`src/rtl/stack_pkg.sv`:
```
// rtl/stack_pkg.sv - shared defaults and operation encoding for the data stack
package stack_pkg;

  localparam int STACK_WIDTH = 16;
  localparam int STACK_DEPTH = 16;

  // Encoding is {push, pop}
  typedef enum logic [1:0] {
    OP_HOLD    = 2'b00,
    OP_POP     = 2'b01,
    OP_PUSH    = 2'b10,
    OP_REPLACE = 2'b11
  } stack_op_e;

endpackage

```
`src/rtl/stack_regfile.sv`:
```
// rtl/stack_regfile.sv - DEPTH x WIDTH storage, one write port, two asynchronous read ports
module stack_regfile
  import stack_pkg::*;
#(
  parameter int WIDTH = STACK_WIDTH,
  parameter int DEPTH = STACK_DEPTH
) (
  input  logic                     clk,
  input  logic                     we,
  input  logic [$clog2(DEPTH)-1:0] waddr,
  input  logic [WIDTH-1:0]         wdata,
  input  logic [$clog2(DEPTH)-1:0] raddr_a,
  output logic [WIDTH-1:0]         rdata_a,
  input  logic [$clog2(DEPTH)-1:0] raddr_b,
  output logic [WIDTH-1:0]         rdata_b
);

  // Contents are deliberately left unreset; the stack masks stale entries.
  logic [WIDTH-1:0] mem [DEPTH];

  always_ff @(posedge clk) begin
    if (we) begin
      mem[waddr] <= wdata;
    end
  end

  assign rdata_a = mem[raddr_a];
  assign rdata_b = mem[raddr_b];

endmodule

```
`src/rtl/data_stack.sv`:
```
// rtl/data_stack.sv - LIFO operand stack with registered tos/nos and sticky error flags
module data_stack
  import stack_pkg::*;
#(
  parameter int WIDTH = STACK_WIDTH,
  parameter int DEPTH = STACK_DEPTH
) (
  input  logic                     clk,
  input  logic                     rst_n,
  input  logic                     push,
  input  logic                     pop,
  input  logic [WIDTH-1:0]         din,
  input  logic                     clear_err,
  output logic [WIDTH-1:0]         tos,
  output logic [WIDTH-1:0]         nos,
  output logic [$clog2(DEPTH):0]   count,
  output logic                     empty,
  output logic                     full,
  output logic                     overflow,
  output logic                     underflow
);

  localparam int AW = $clog2(DEPTH);
  localparam int CW = AW + 1;

  stack_op_e       op;
  logic [CW-1:0]   count_q, count_d;
  logic [WIDTH-1:0] tos_q, nos_q, tos_d, nos_d;
  logic [WIDTH-1:0] rdata_a, rdata_b;
  logic [AW-1:0]   waddr, raddr_a, raddr_b;
  logic            empty_q, full_q, overflow_q, underflow_q;
  logic            do_write, ovf_evt, unf_evt;

  assign op = stack_op_e'({push, pop});

  always_comb begin
    count_d  = count_q;
    do_write = 1'b0;
    waddr    = count_q[AW-1:0];
    ovf_evt  = 1'b0;
    unf_evt  = 1'b0;
    case (op)
      OP_PUSH: begin
        if (full_q) begin
          ovf_evt = 1'b1;
        end else begin
          count_d  = count_q + 1'b1;
          do_write = 1'b1;
        end
      end
      OP_POP: begin
        if (empty_q) unf_evt = 1'b1;
        else         count_d = count_q - 1'b1;
      end
      OP_REPLACE: begin
        if (empty_q) begin
          unf_evt = 1'b1;
        end else begin
          do_write = 1'b1;
          waddr    = AW'(count_q - 1'b1);
        end
      end
      default: ;
    endcase
  end

  // Reads look ahead at the post-operation pointer so tos/nos can be registered.
  // The slot being written this edge is only ever the new tos, which comes from din.
  assign raddr_a = AW'(count_d - 1'b1);
  assign raddr_b = AW'(count_d - CW'(2));

  always_comb begin
    tos_d = '0;
    nos_d = '0;
    if (do_write)            tos_d = din;
    else if (count_d != '0)  tos_d = rdata_a;
    if (count_d >= CW'(2))   nos_d = rdata_b;
  end

  stack_regfile #(
    .WIDTH (WIDTH),
    .DEPTH (DEPTH)
  ) u_regfile (
    .clk     (clk),
    .we      (do_write),
    .waddr   (waddr),
    .wdata   (din),
    .raddr_a (raddr_a),
    .rdata_a (rdata_a),
    .raddr_b (raddr_b),
    .rdata_b (rdata_b)
  );

  always_ff @(posedge clk or negedge rst_n) begin
    if (!rst_n) begin
      count_q     <= '0;
      tos_q       <= '0;
      nos_q       <= '0;
      empty_q     <= 1'b1;
      full_q      <= 1'b0;
      overflow_q  <= 1'b0;
      underflow_q <= 1'b0;
    end else begin
      count_q     <= count_d;
      tos_q       <= tos_d;
      nos_q       <= nos_d;
      empty_q     <= (count_d == '0);
      full_q      <= (count_d == CW'(DEPTH));
      // A new error outranks a simultaneous clear
      overflow_q  <= ovf_evt | (overflow_q & ~clear_err);
      underflow_q <= unf_evt | (underflow_q & ~clear_err);
    end
  end

  assign tos       = tos_q;
  assign nos       = nos_q;
  assign count     = count_q;
  assign empty     = empty_q;
  assign full      = full_q;
  assign overflow  = overflow_q;
  assign underflow = underflow_q;

endmodule

```
`config.mk`:
```
export PLATFORM = sky130hd
export DESIGN_NAME = data_stack
export DESIGN_NICKNAME = d
export VERILOG_FILES = /design/src/rtl/stack_pkg.sv /design/src/rtl/stack_regfile.sv /design/src/rtl/data_stack.sv
export SDC_FILE = /design/constraint.sdc
export NUM_CORES = 1
export LEC_CHECK = 0
export ABC_AREA = 1
export BUFFER_PORTS_ARGS = -buffer_cell sky130_fd_sc_hd__buf_2
export CORE_ASPECT_RATIO = 2
export CORE_MARGIN = 10
export CORE_UTILIZATION = 60
export DETAILED_ROUTE_END_ITERATION = 7
export GPL_TIMING_DRIVEN = 0
export PLACE_DENSITY = 0.84
export SLEW_MARGIN = 20
export SYNTH_ARGS = -nofsm -noshare
export SYNTH_HDL_FRONTEND = slang
export SYNTH_SLANG_ARGS = --single-unit
export TNS_END_PERCENT = 5
```
`constraint.sdc`:
```
create_clock -name clk -period 9.23 [get_ports clk]
set_clock_uncertainty 0.2 [all_clocks]
set_input_delay 0.923 -clock clk [delete_from_list [all_inputs] [get_ports clk]]
set_output_delay 0.923 -clock clk [all_outputs]
set_load 0.01 [all_outputs]
```
==> results.sh <==
export IMPL_cts_max_level=1
export IMPL_cts_tree="done"
export IMPL_avgSynthCellArea_sq_um=8.79
export IMPL_cellPowerDensity_mw_per_mm2=382
export IMPL_ir_drop_mv=0.255
export IMPL_hpwl_microns=41800
export IMPL_worstPathMaxFanout=11
export IMPL_synth_area_mux_share=0
export IMPL_core_region_area_sq_mm=0.0244
export IMPL_fin_setup_tns_ns=0
export IMPL_arrival_ns=5.47
export IMPL_layout_common_cells="nand2_1, nand3_1, edfxtp_1"
export IMPL_drv_slew=0
export IMPL_firstDrtPassIters=6
export IMPL_grt_overflow_total=0
export IMPL_cap_viol_max_count=0
export IMPL_antenna_found_initial=0
export IMPL_hold_buffers=0
export IMPL_synth_edff_count=256
export IMPL_area_growth_pct=12.4
export IMPL_r2r_slack_ns=4.08
export IMPL_layout_commonest_cell="nand2_1"
export IMPL_cts_setup_buffers=0
export IMPL_initial_core_util=0.607
export IMPL_grt_pass1_vias=13300
export IMPL_die_w_microns=131
export IMPL_place_congestion=1.02
export IMPL_wirelength_microns=59500
export IMPL_clkSinkCount=297
export IMPL_hold_violations=0
export IMPL_timing_final_crit_share=0.563
export IMPL_synth_compound_area_frac=0.0115
export IMPL_drt_iter0_drc=2050
export IMPL_yosys_area_share_simple=0.342
export IMPL_grt_setup_unrepaired="no"
export IMPL_final_nets=1816
export IMPL_clk_path_buf_depth=3
export IMPL_synth_top_family_by_area="simple AND/OR/NAND/NOR gates"
export IMPL_ys_async_sr_fraction=0.138
export IMPL_wl_per_cell_microns=27.8
export IMPL_synth_warning_count=0
export IMPL_synth_xor_area_share=0.00186
export IMPL_cellLeakagePower_uw=0.00693
export IMPL_max_freq_mhz=192
export IMPL_viasPerCell=6.38
export IMPL_synth_fa_ha_area_frac=0.00676
export IMPL_row_count=81
export IMPL_grt_max_degree=42
export IMPL_post_cts_resized=0
export IMPL_total_power_uw=6350
export IMPL_cts_made_buffers=25
export IMPL_yosysSeqAreaShare=0.588
export IMPL_portBuffers=61
export IMPL_setup_viol=0
export IMPL_whs_ns=0.175
export IMPL_syn_nets=1714
export IMPL_slew_headroom=0.360
export IMPL_die_area_sq_mm=0.0318
export IMPL_startpoint_type="primary input"
export IMPL_ctsRootBufferMaster="clkbuf_16"
export IMPL_grt_pass1_wl_microns=85100
export IMPL_io_pins=62
export IMPL_status="finished, final reports clean"
export IMPL_worstSetupPathType="in2reg"
export IMPL_synth_cells=1685
export IMPL_clk_pin_slew_ns=0.07
export IMPL_synth_ff_type="edfxtp_1"
export IMPL_vias=13600
export IMPL_hold_path_class="in2async"
export IMPL_grt_usage=0.366
export IMPL_ys_seq_elements=297
export IMPL_drive_gt1_frac=0.130
export IMPL_worstSkewPairLatency_ns=0.57
export IMPL_finalCriticalPeriod_ns=5.20
export IMPL_drc=0
export IMPL_required_ns=9.50
export IMPL_yosysUniqueCellTypes=30
export IMPL_ant_nets=0
export IMPL_fp_dieH_microns=242
export IMPL_critPathCaptureType="flip-flop"
export IMPL_tightest_slew_ns=0.955
export IMPL_synth_area_sq_mm=0.0148
[cell type report]
class,instances,area [sq um]
Antenna cell,1,2.50
Buffer,102,548
Clock buffer,31,658
Clock inverter,15,230
Fill cell,1982,7770
Inverter,49,189
Multi-Input combinational cell,1237,5410
Sequential cell,297,8710
Tap cell,332,415
Timing Repair Buffer,75,484
[routing by layer]
| metal | global-route usage | up-vias | routed length (microns) |
|---|---|---|---|
| met1 | 0.381 | 6349 | 18100 |
| li1 | - | 5876 | - |
| met2 | 0.627 | 1091 | 29200 |
| met3 | 0.0527 | 329 | 5700 |
| met5 | 0 | - | 0 |
| met4 | 0.325 | 0 | 6500 |
[power breakdown]
part | leakage, uW | internal (uW) | switching [uW]
registers | 0.00282 | 1640 | 73.6
logic | 0.00368 | 891 | 2580
clock network | 0.000437 | 676 | 498
[critical path, cell delays in order]
cell	delay (ns)
buf_2	0.10
inv_1	0.04
ha_1	0.36
inv_2	0.19
o21ai_1	0.14
nand2_1	0.09
nand2_1	0.13
inv_1	0.09
buf_2	0.31
buf_2	0.38
ha_1	0.29
clkbuf_1	0.25
inv_1	0.23
buf_1	0.73
nand2_1	0.11
a31oi_1	0.73
nor2_1	0.13
nor2_1	0.23
[stage by stage]
step                cell area (sq um)  utilization  setup WS, ns  instances
floorplan                       14800            -          5.65       1685
global placement                15500        0.636          3.89       2078
detailed placement              15800        0.645          3.89       2092
CTS                             16600        0.682          4.44       2138
global route                    16700        0.682          4.06       2138
finish                          16700        0.682          4.03       2139
[cell families after synthesis]
group / count (synthesis)
buf+inv: 151
simple gates: 1199
flops: 297
fa+ha+maj: 8
compound gates: 29
xor+xnor: 1
[worst paths after layout]
path,cells after the start,end,start
max in group asynchronous,1,nos[5]$_DFF_PN0_,rst_n
hold / removal,1,underflow$_DFF_PN0_,rst_n
hold reg to reg,2,underflow$_DFF_PN0_,underflow$_DFF_PN0_
min in group clk,2,underflow$_DFF_PN0_,underflow$_DFF_PN0_
setup / recovery,18,nos[5]$_DFF_PN0_,push
setup reg to reg,18,nos[5]$_DFF_PN0_,count[0]$_DFF_PN0_
[cell usage after synthesis (2+ instances only)]
cell type | number | area share
nor2_2 | 2 | 0.00084
a21oi_1 | 2 | 0.00068
buf_1 | 13 | 0.0033
edfxtp_1 | 256 | 0.52
o21ai_0 | 8 | 0.0027
nor2_1 | 54 | 0.014
a31oi_1 | 15 | 0.0063
inv_1 | 39 | 0.0099
inv_2 | 8 | 0.0020
nand2_1 | 742 | 0.19
inv_4 | 2 | 0.00084
dfrtp_1 | 40 | 0.068
buf_6 | 7 | 0.0053
ha_1 | 8 | 0.0068
nand2_2 | 6 | 0.0025
buf_4 | 10 | 0.0051
buf_2 | 60 | 0.020
clkbuf_1 | 12 | 0.0030
nand2_4 | 3 | 0.0023
nand3_1 | 385 | 0.13
o211ai_1 | 2 | 0.0010
nand3_2 | 3 | 0.0020
[flip-flops by register name, summed over array words and instances (netlist names)]
name,count
nos,16
underflow,1
overflow,1
u_regfile.mem,256
count,5
tos,16
full,1
empty,1
(Power assumes the default switching activity.)
